===== src/rtl/uart_tx_mmio.sv =====
// Memory-mapped UART transmitter: byte FIFO fed by core stores, drained by an 8N1 serializer.
// Register window: TXDATA at 0x0 (write-only), STATUS at 0x4 (read; any write clears overflow).
module uart_tx_mmio #(
    parameter int CLK_HZ = 12000000,
    parameter int BAUD   = 115200,
    parameter int DEPTH  = 4
) (
    input  logic        clk,
    input  logic        reset,
    input  logic        mem_write,
    input  logic        mem_read,
    input  logic [31:0] address,
    input  logic        sel,
    input  logic [31:0] write_data,
    output logic [31:0] read_data,
    output logic        tx
);

    localparam int DIV   = CLK_HZ / BAUD;
    localparam int CNT_W = (DIV > 1) ? $clog2(DIV) : 1;
    localparam int PTR_W = (DEPTH > 1) ? $clog2(DEPTH) : 1;
    localparam logic [CNT_W-1:0] BAUD_LAST  = CNT_W'(DIV - 1);
    localparam logic [PTR_W:0]   FULL_COUNT = (PTR_W + 1)'(DEPTH);

    typedef enum logic [1:0] {IDLE, START, DATA, STOP} state_t;

    state_t           state, state_next;
    logic [CNT_W-1:0] baud_cnt, baud_cnt_next;
    logic [2:0]       bit_cnt, bit_cnt_next;
    logic [7:0]       shift_reg, shift_next;
    logic [7:0]       fifo_mem [DEPTH];
    logic [PTR_W-1:0] wr_ptr, rd_ptr;
    logic [PTR_W:0]   count;
    logic             overflow;
    logic             full, empty, pop, push_req, push, status_wr, baud_tick;
    logic             unused_bits;

    assign full      = (count == FULL_COUNT);
    assign empty     = (count == '0);
    assign baud_tick = (baud_cnt == BAUD_LAST);
    assign push_req  = sel && mem_write && (address[3:2] == 2'b00);
    assign status_wr = sel && mem_write && (address[3:2] == 2'b01);
    // A pop in the same cycle frees a slot, so a push into a full FIFO is still taken.
    assign push      = push_req && (!full || pop);

    assign unused_bits = ^{mem_read, address[31:4], address[1:0], write_data[31:8]};

    always_comb begin
        state_next    = state;
        baud_cnt_next = baud_cnt + 1'b1;
        bit_cnt_next  = bit_cnt;
        shift_next    = shift_reg;
        pop           = 1'b0;
        case (state)
            IDLE: begin
                baud_cnt_next = '0;
                if (!empty) begin
                    pop        = 1'b1;
                    shift_next = fifo_mem[rd_ptr];
                    state_next = START;
                end
            end
            START: begin
                if (baud_tick) begin
                    baud_cnt_next = '0;
                    bit_cnt_next  = '0;
                    state_next    = DATA;
                end
            end
            DATA: begin
                if (baud_tick) begin
                    baud_cnt_next = '0;
                    shift_next    = {1'b1, shift_reg[7:1]};
                    bit_cnt_next  = bit_cnt + 1'b1;
                    if (bit_cnt == 3'd7) begin
                        state_next = STOP;
                    end
                end
            end
            STOP: begin
                if (baud_tick) begin
                    baud_cnt_next = '0;
                    state_next    = IDLE;
                end
            end
            default: state_next = IDLE;
        endcase
    end

    always_ff @(posedge clk) begin
        if (!reset) begin
            state     <= IDLE;
            baud_cnt  <= '0;
            bit_cnt   <= '0;
            shift_reg <= '1;
        end else begin
            state     <= state_next;
            baud_cnt  <= baud_cnt_next;
            bit_cnt   <= bit_cnt_next;
            shift_reg <= shift_next;
        end
    end

    always_ff @(posedge clk) begin
        if (!reset) begin
            wr_ptr   <= '0;
            rd_ptr   <= '0;
            count    <= '0;
            overflow <= 1'b0;
        end else begin
            if (push) begin
                wr_ptr <= wr_ptr + 1'b1;
            end
            if (pop) begin
                rd_ptr <= rd_ptr + 1'b1;
            end
            case ({push, pop})
                2'b10:   count <= count + 1'b1;
                2'b01:   count <= count - 1'b1;
                default: count <= count;
            endcase
            if (status_wr) begin
                overflow <= 1'b0;
            end else if (push_req && !push) begin
                overflow <= 1'b1;
            end
        end
    end

    always_ff @(posedge clk) begin
        if (reset && push) begin
            fifo_mem[wr_ptr] <= write_data[7:0];
        end
    end

    always_comb begin
        read_data = '0;
        if (sel && (address[3:2] == 2'b01)) begin
            read_data[0]   = (state != IDLE);
            read_data[1]   = full;
            read_data[2]   = empty;
            read_data[3]   = overflow;
            read_data[8:4] = 5'(count);
        end
    end

    always_comb begin
        tx = 1'b1;
        case (state)
            START:   tx = 1'b0;
            DATA:    tx = shift_reg[0];
            default: tx = 1'b1;
        endcase
    end

endmodule


===== config.mk =====
export PLATFORM = sky130hd
export DESIGN_NAME = uart_tx_mmio
export DESIGN_NICKNAME = d
export VERILOG_FILES = /design/src/rtl/uart_tx_mmio.sv
export SDC_FILE = /design/constraint.sdc
export NUM_CORES = 1
export LEC_CHECK = 0
export BUFFER_PORTS_ARGS = -buffer_cell sky130_fd_sc_hd__buf_2
export CORE_MARGIN = 4
export CORE_UTILIZATION = 40
export DETAILED_ROUTE_END_ITERATION = 10
export GPL_TIMING_DRIVEN = 0
export HOLD_SLACK_MARGIN = 0.12
export PLACE_DENSITY = 0.74
export REMOVE_ABC_BUFFERS = 1
export SYNTH_ARGS = -nofsm -noshare
export SYNTH_HDL_FRONTEND = slang
export SYNTH_SLANG_ARGS = --single-unit

===== constraint.sdc =====
create_clock -name clk -period 3.5 [get_ports clk]
set_input_delay 0 -clock clk [delete_from_list [all_inputs] [get_ports clk]]
set_output_delay 0 -clock clk [all_outputs]
set_load 0.01 [all_outputs]

==> results by stage <==
STA:
- The post-route worst setup slack is 738 ps.
- The clock period could shrink to 2760 ps.
- The sum of negative setup slack is 0 ps.
- The period utilization is 0.789.
- The maximum achievable frequency is 362 MHz.
- The count of endpoints failing setup in the final report is 0.
- At the pin with the least slew margin, the transition time is 840 ps.
- The number of endpoints with negative hold slack in the final report is 0.
- Setup repair after global routing left no endpoint under its margin.
- The final max-slew violation count came to 0.
- For the final database, setup skew stands at 8.30 ps.
- The worst slew margin relative to its limit is 0.439.

Clock tree:
- The later pin in the worst-skew pair is clocked with a latency of 340 ps.
- The clock root buffer is sky130_fd_sc_hd__clkbuf_8.
- The clock tree synthesis step divided the H-tree into 3 levels.
- The TritonCTS clock tree is done.
- The register clock-pin slew on the reported worst setup and hold paths is 70 ps.
- CTS saw 62 sinks.
- The clock passes through at most 2 buffers.
- The number of setup buffers added after CTS is 0.
- The TritonCTS buffer count is 9.

Die:
- The number of I/O pins is 102.
- The total die area is 0.00882 sq mm.
- The initial utilization of the core area, before any placement, comes to 0.409.
- The row count is 31.
- The placeable core area is 0.00721 sq mm.
- The die height is 93.9 microns.
- The die is 93.9 microns wide.

Pwr:
- The net switching share of the total power is 0.351.
- The sequential cell fraction of total power is 0.422.
- The sum of internal, switching and leakage power is 0.00212 W.
- The switching power summed over all nets is 0.000743 W.
- The logic gate share of total power is 0.306.
- The largest voltage drop on the vdd net is 0.277 mV.
- Cell internal power was estimated by the tool at 0.00138 W.
- Power spread over the standard cell area amounts to 639 mW/mm^2.
- The leakage dissipation is 1.27 nW.
- The share of total power dissipated in the clock network is 0.272.

Worst hold path:
- In this run the most critical hold path is launched from mem_write.
- The count of cells along the worst hold path is 5.
- The terminating pin of the worst hold path is wr_ptr[0].
- The type of the tightest min-delay check is input port to flop.

Global routing:
- The first-pass GRT wire length is 8520 microns.
- The overall track demand over capacity in global routing is 0.126.
- The via count of the first global-routing pass is 1770.
- The number of antenna violations at the first check in global routing came to 0.
- Entering global routing, the biggest net connects 17 pins.
- The remaining global-route overflow is 0.

Drt:
- The vias per cell is 4.80.
- The detail route stage leaves a number of antenna-violating nets equal to 0.
- The first-pass iteration count of the detailed router is 4.
- Across all layers, the routed design uses 1887 vias.
- The aggregate routed wire length is 5090 microns.
- For this run, design rule violations remaining after detail routing come to 0.
- The routed wirelength normalized by instance count is 13.0 microns.
- The detailed router finished its first iteration with 120 violations.

Cells and area:
- The library cells used most frequently in the layout, excluding fill and tap cells, are sky130_fd_sc_hd__edfxtp_1 (32), sky130_fd_sc_hd__dfxtp_1 (30), sky130_fd_sc_hd__conb_1 (25), sky130_fd_sc_hd__nor2_1 (21), sky130_fd_sc_hd__buf_2 (21).
- The flip-flop count of the largest register, all copies and words added is 32.
- The number of antenna diodes in the final layout is 0.
- Of the cells placed in the final design, the portion with a size suffix greater than 1 is 0.156.
- The most common cell after layout, fill and taps aside is sky130_fd_sc_hd__edfxtp_1.
- After filler insertion, the fill cell instance count of the layout stands at 659.
- The final layout contains 372 nets.
- The core utilization of the finished layout is 0.460.
- The layout-stage area growth over the synthesis result is 12.4%.

Yosys:
- By area, the combinational part of the netlist is dominated by simple AND/OR/NAND/NOR gates.
- The mean area per synthesized cell is 11.5 sq um.
- The number of distinct library cell variants in the gate-level netlist after synthesis is 45.
- The number of flip-flops and latches in the synthesized netlist is 62.
- The sequential element share of the synthesized area is 0.529.
- The share of synthesized cell area in full adder, half adder and majority cells is 0.0619.
- Of the total synthesized cell area, the portion taken by AND, OR, NAND and NOR gates is 0.115.
- The synthesis warning total is 0.
- The area fraction in compound gates after synthesis is 0.100.
- The mapped netlist covers 0.00295 sq mm.
- The XOR/XNOR share of the synthesized area is 0.0297.
- Of the post-synthesis cell area, the part taken by muxes is 0.0661.
- The number of cells produced by synthesis is 256.

Setup path:
- At the worst endpoint, the arrival time is 3030 ps.
- The minimum setup slack among reg-to-reg paths is 740 ps.
- The worst register-to-register path ends at count[2].
- The master of the slowest instance on the critical path is sky130_fd_sc_hd__nor4b_1.
- The kind of cell with the highest combined delay along the critical path is simple AND/OR/NAND/NOR gates.
- The number of cells on the worst reg-to-reg path is 11.
- The worst setup path is of the flop to flop kind.
- Of all nets on the critical path, the largest fanout is 7.
- The largest single stage delay on the critical path is 470 ps.
- The sum of buffers and inverters on the critical path is 3.
- The critical path goes through inv_1, ha_1, nor4b_1, nor3b_2, inv_1, ha_1, inv_1, fa_1, xor2_1, or3_1, a21oi_1.
- The worst setup path is captured at a flop.
- The worst register-to-register path begins at state[0].
- For the worst setup path, the data required time is 3770 ps.
- The startpoint kind of the worst setup timing path is a flop.
- The most critical setup path has its startpoint at state[0].
- Among the stages of the critical path, the cell type that occurs most often is sky130_fd_sc_hd__inv_1.

Placement:
- The placement-stage worst setup slack is 765 ps.
- The total half-perimeter wirelength after legalization and detailed placement is 3430 microns.
- At the end of routability-driven placement, the weighted congestion stood at 0.718.
- In this run the tool buffered the top-level ports with 21 buffer cells.

Outcome:
- The flow ran to the end, and the final reports show no timing, DRC or antenna violations.

Job:
- The count of max-cap constraint violations is 0.
-- kinds of logic (layout without fill, tap and decap cells) --
family,Yosys count,in the layout
and+or+nand+nor,60,60
AOI/OAI and AO/OA,47,47
other,1,25
buffers and inverters,45,59
xor gates and xnor gates,10,10
muxes,17,17
adders and majority gates,14,14
DFF,62,62
-- synthesized netlist by cell type (all sizes together) --
cell / n / area share
edfxtp: 32 / 0.33
dfxtp: 30 / 0.20
buf: 29 / 0.076
nor2: 21 / 0.027
o21ai: 17 / 0.029
mux2i: 15 / 0.051
ha: 13 / 0.055
a21oi: 12 / 0.022
inv: 11 / 0.014
xor2: 7 / 0.021
a22oi: 6 / 0.015
and3: 6 / 0.013
nand2: 6 / 0.0076
and2: 5 / 0.011
clkbuf: 5 / 0.0064
o311ai: 5 / 0.015
a211oi: 3 / 0.0076
nand3: 3 / 0.0051
or3: 3 / 0.0081
xnor2: 3 / 0.0089
and3b: 2 / 0.0059
mux4: 2 / 0.015
nand3b: 2 / 0.0051
nand4: 2 / 0.0042
nor3: 2 / 0.0034
a21o: 1 / 0.0025
a221o: 1 / 0.0034
a41oi: 1 / 0.0030
and4bb: 1 / 0.0042
conb: 1 / 0.0013
fa: 1 / 0.0068
nor2b: 1 / 0.0021
nor3b: 1 / 0.0042
nor4: 1 / 0.0021
nor4b: 1 / 0.0030
o31a: 1 / 0.0030
or2: 1 / 0.0021
or2b: 1 / 0.0025
or4b: 1 / 0.0047
-- per-layer routing --
| metal | global-route usage | share of wire | vias up |
|---|---|---|---|
| met4 | 0.0542 | 0.013 | 0 |
| met1 | 0.156 | 0.45 | 900 |
| met2 | 0.201 | 0.48 | 46 |
| met5 | 0 | 0 | - |
| li1 | - | - | 935 |
| met3 | 0.0393 | 0.053 | 6 |
-- how the worst max path moves through the flow --
stage | slack, ps | to | depth (start not counted)
2_1_floorplan | 1040 | count[2] | 11
3_3_place_gp | 800 | count[2] | 11
3_5_place_dp | 770 | count[2] | 11
4_1_cts | 730 | count[2] | 11
5_1_grt | 470 | count[2] | 11
6_report | 740 | count[2] | 11
-- cell type report --
cell class / instances / area, sq um / area share
Sequential cell: 62 / 1560 / 0.471
Multi-Input combinational cell: 173 / 1190 / 0.360
Timing Repair Buffer: 32 / 215 / 0.0649
Clock buffer: 9 / 124 / 0.0373
Tap cell: 99 / 124 / 0.0373
Clock inverter: 7 / 56.3 / 0.0170
Inverter: 11 / 41.3 / 0.0124
-- through the flow --
step                hold WS [ps]  instance area, sq um  cells
floorplan                   80.0                  2800    246
global placement             213                  3030    366
detailed placement           217                  3030    366
CTS                          349                  3320    393
global route                 392                  3320    393
finish                       360                  3320    393
-- tightest hold or removal path, delay by kind of cell --
kind | cells | cell delay [ps]
XOR/XNOR | 1 | 140
buffers and inverters | 1 | 90
AND/OR/NAND/NOR | 3 | 420
-- power by group through the flow --
stage	sequential [W]	combinational [W]	clock [W]
2_1_floorplan	0.000894	0.000508	0
3_3_place_gp	0.000908	0.000614	0
3_5_place_dp	0.000911	0.000639	0
4_1_cts	0.000896	0.000649	0.000587
5_1_grt	0.000905	0.000738	0.000622
6_report	0.000895	0.000648	0.000577
-- repair_timing --
action / in CTS / in global routing
resized for setup: 0 / 0
hold buffers: 11 / 0
endpoints found under the hold margin: 44 / 0
Power figures use the tool's default switching activity.
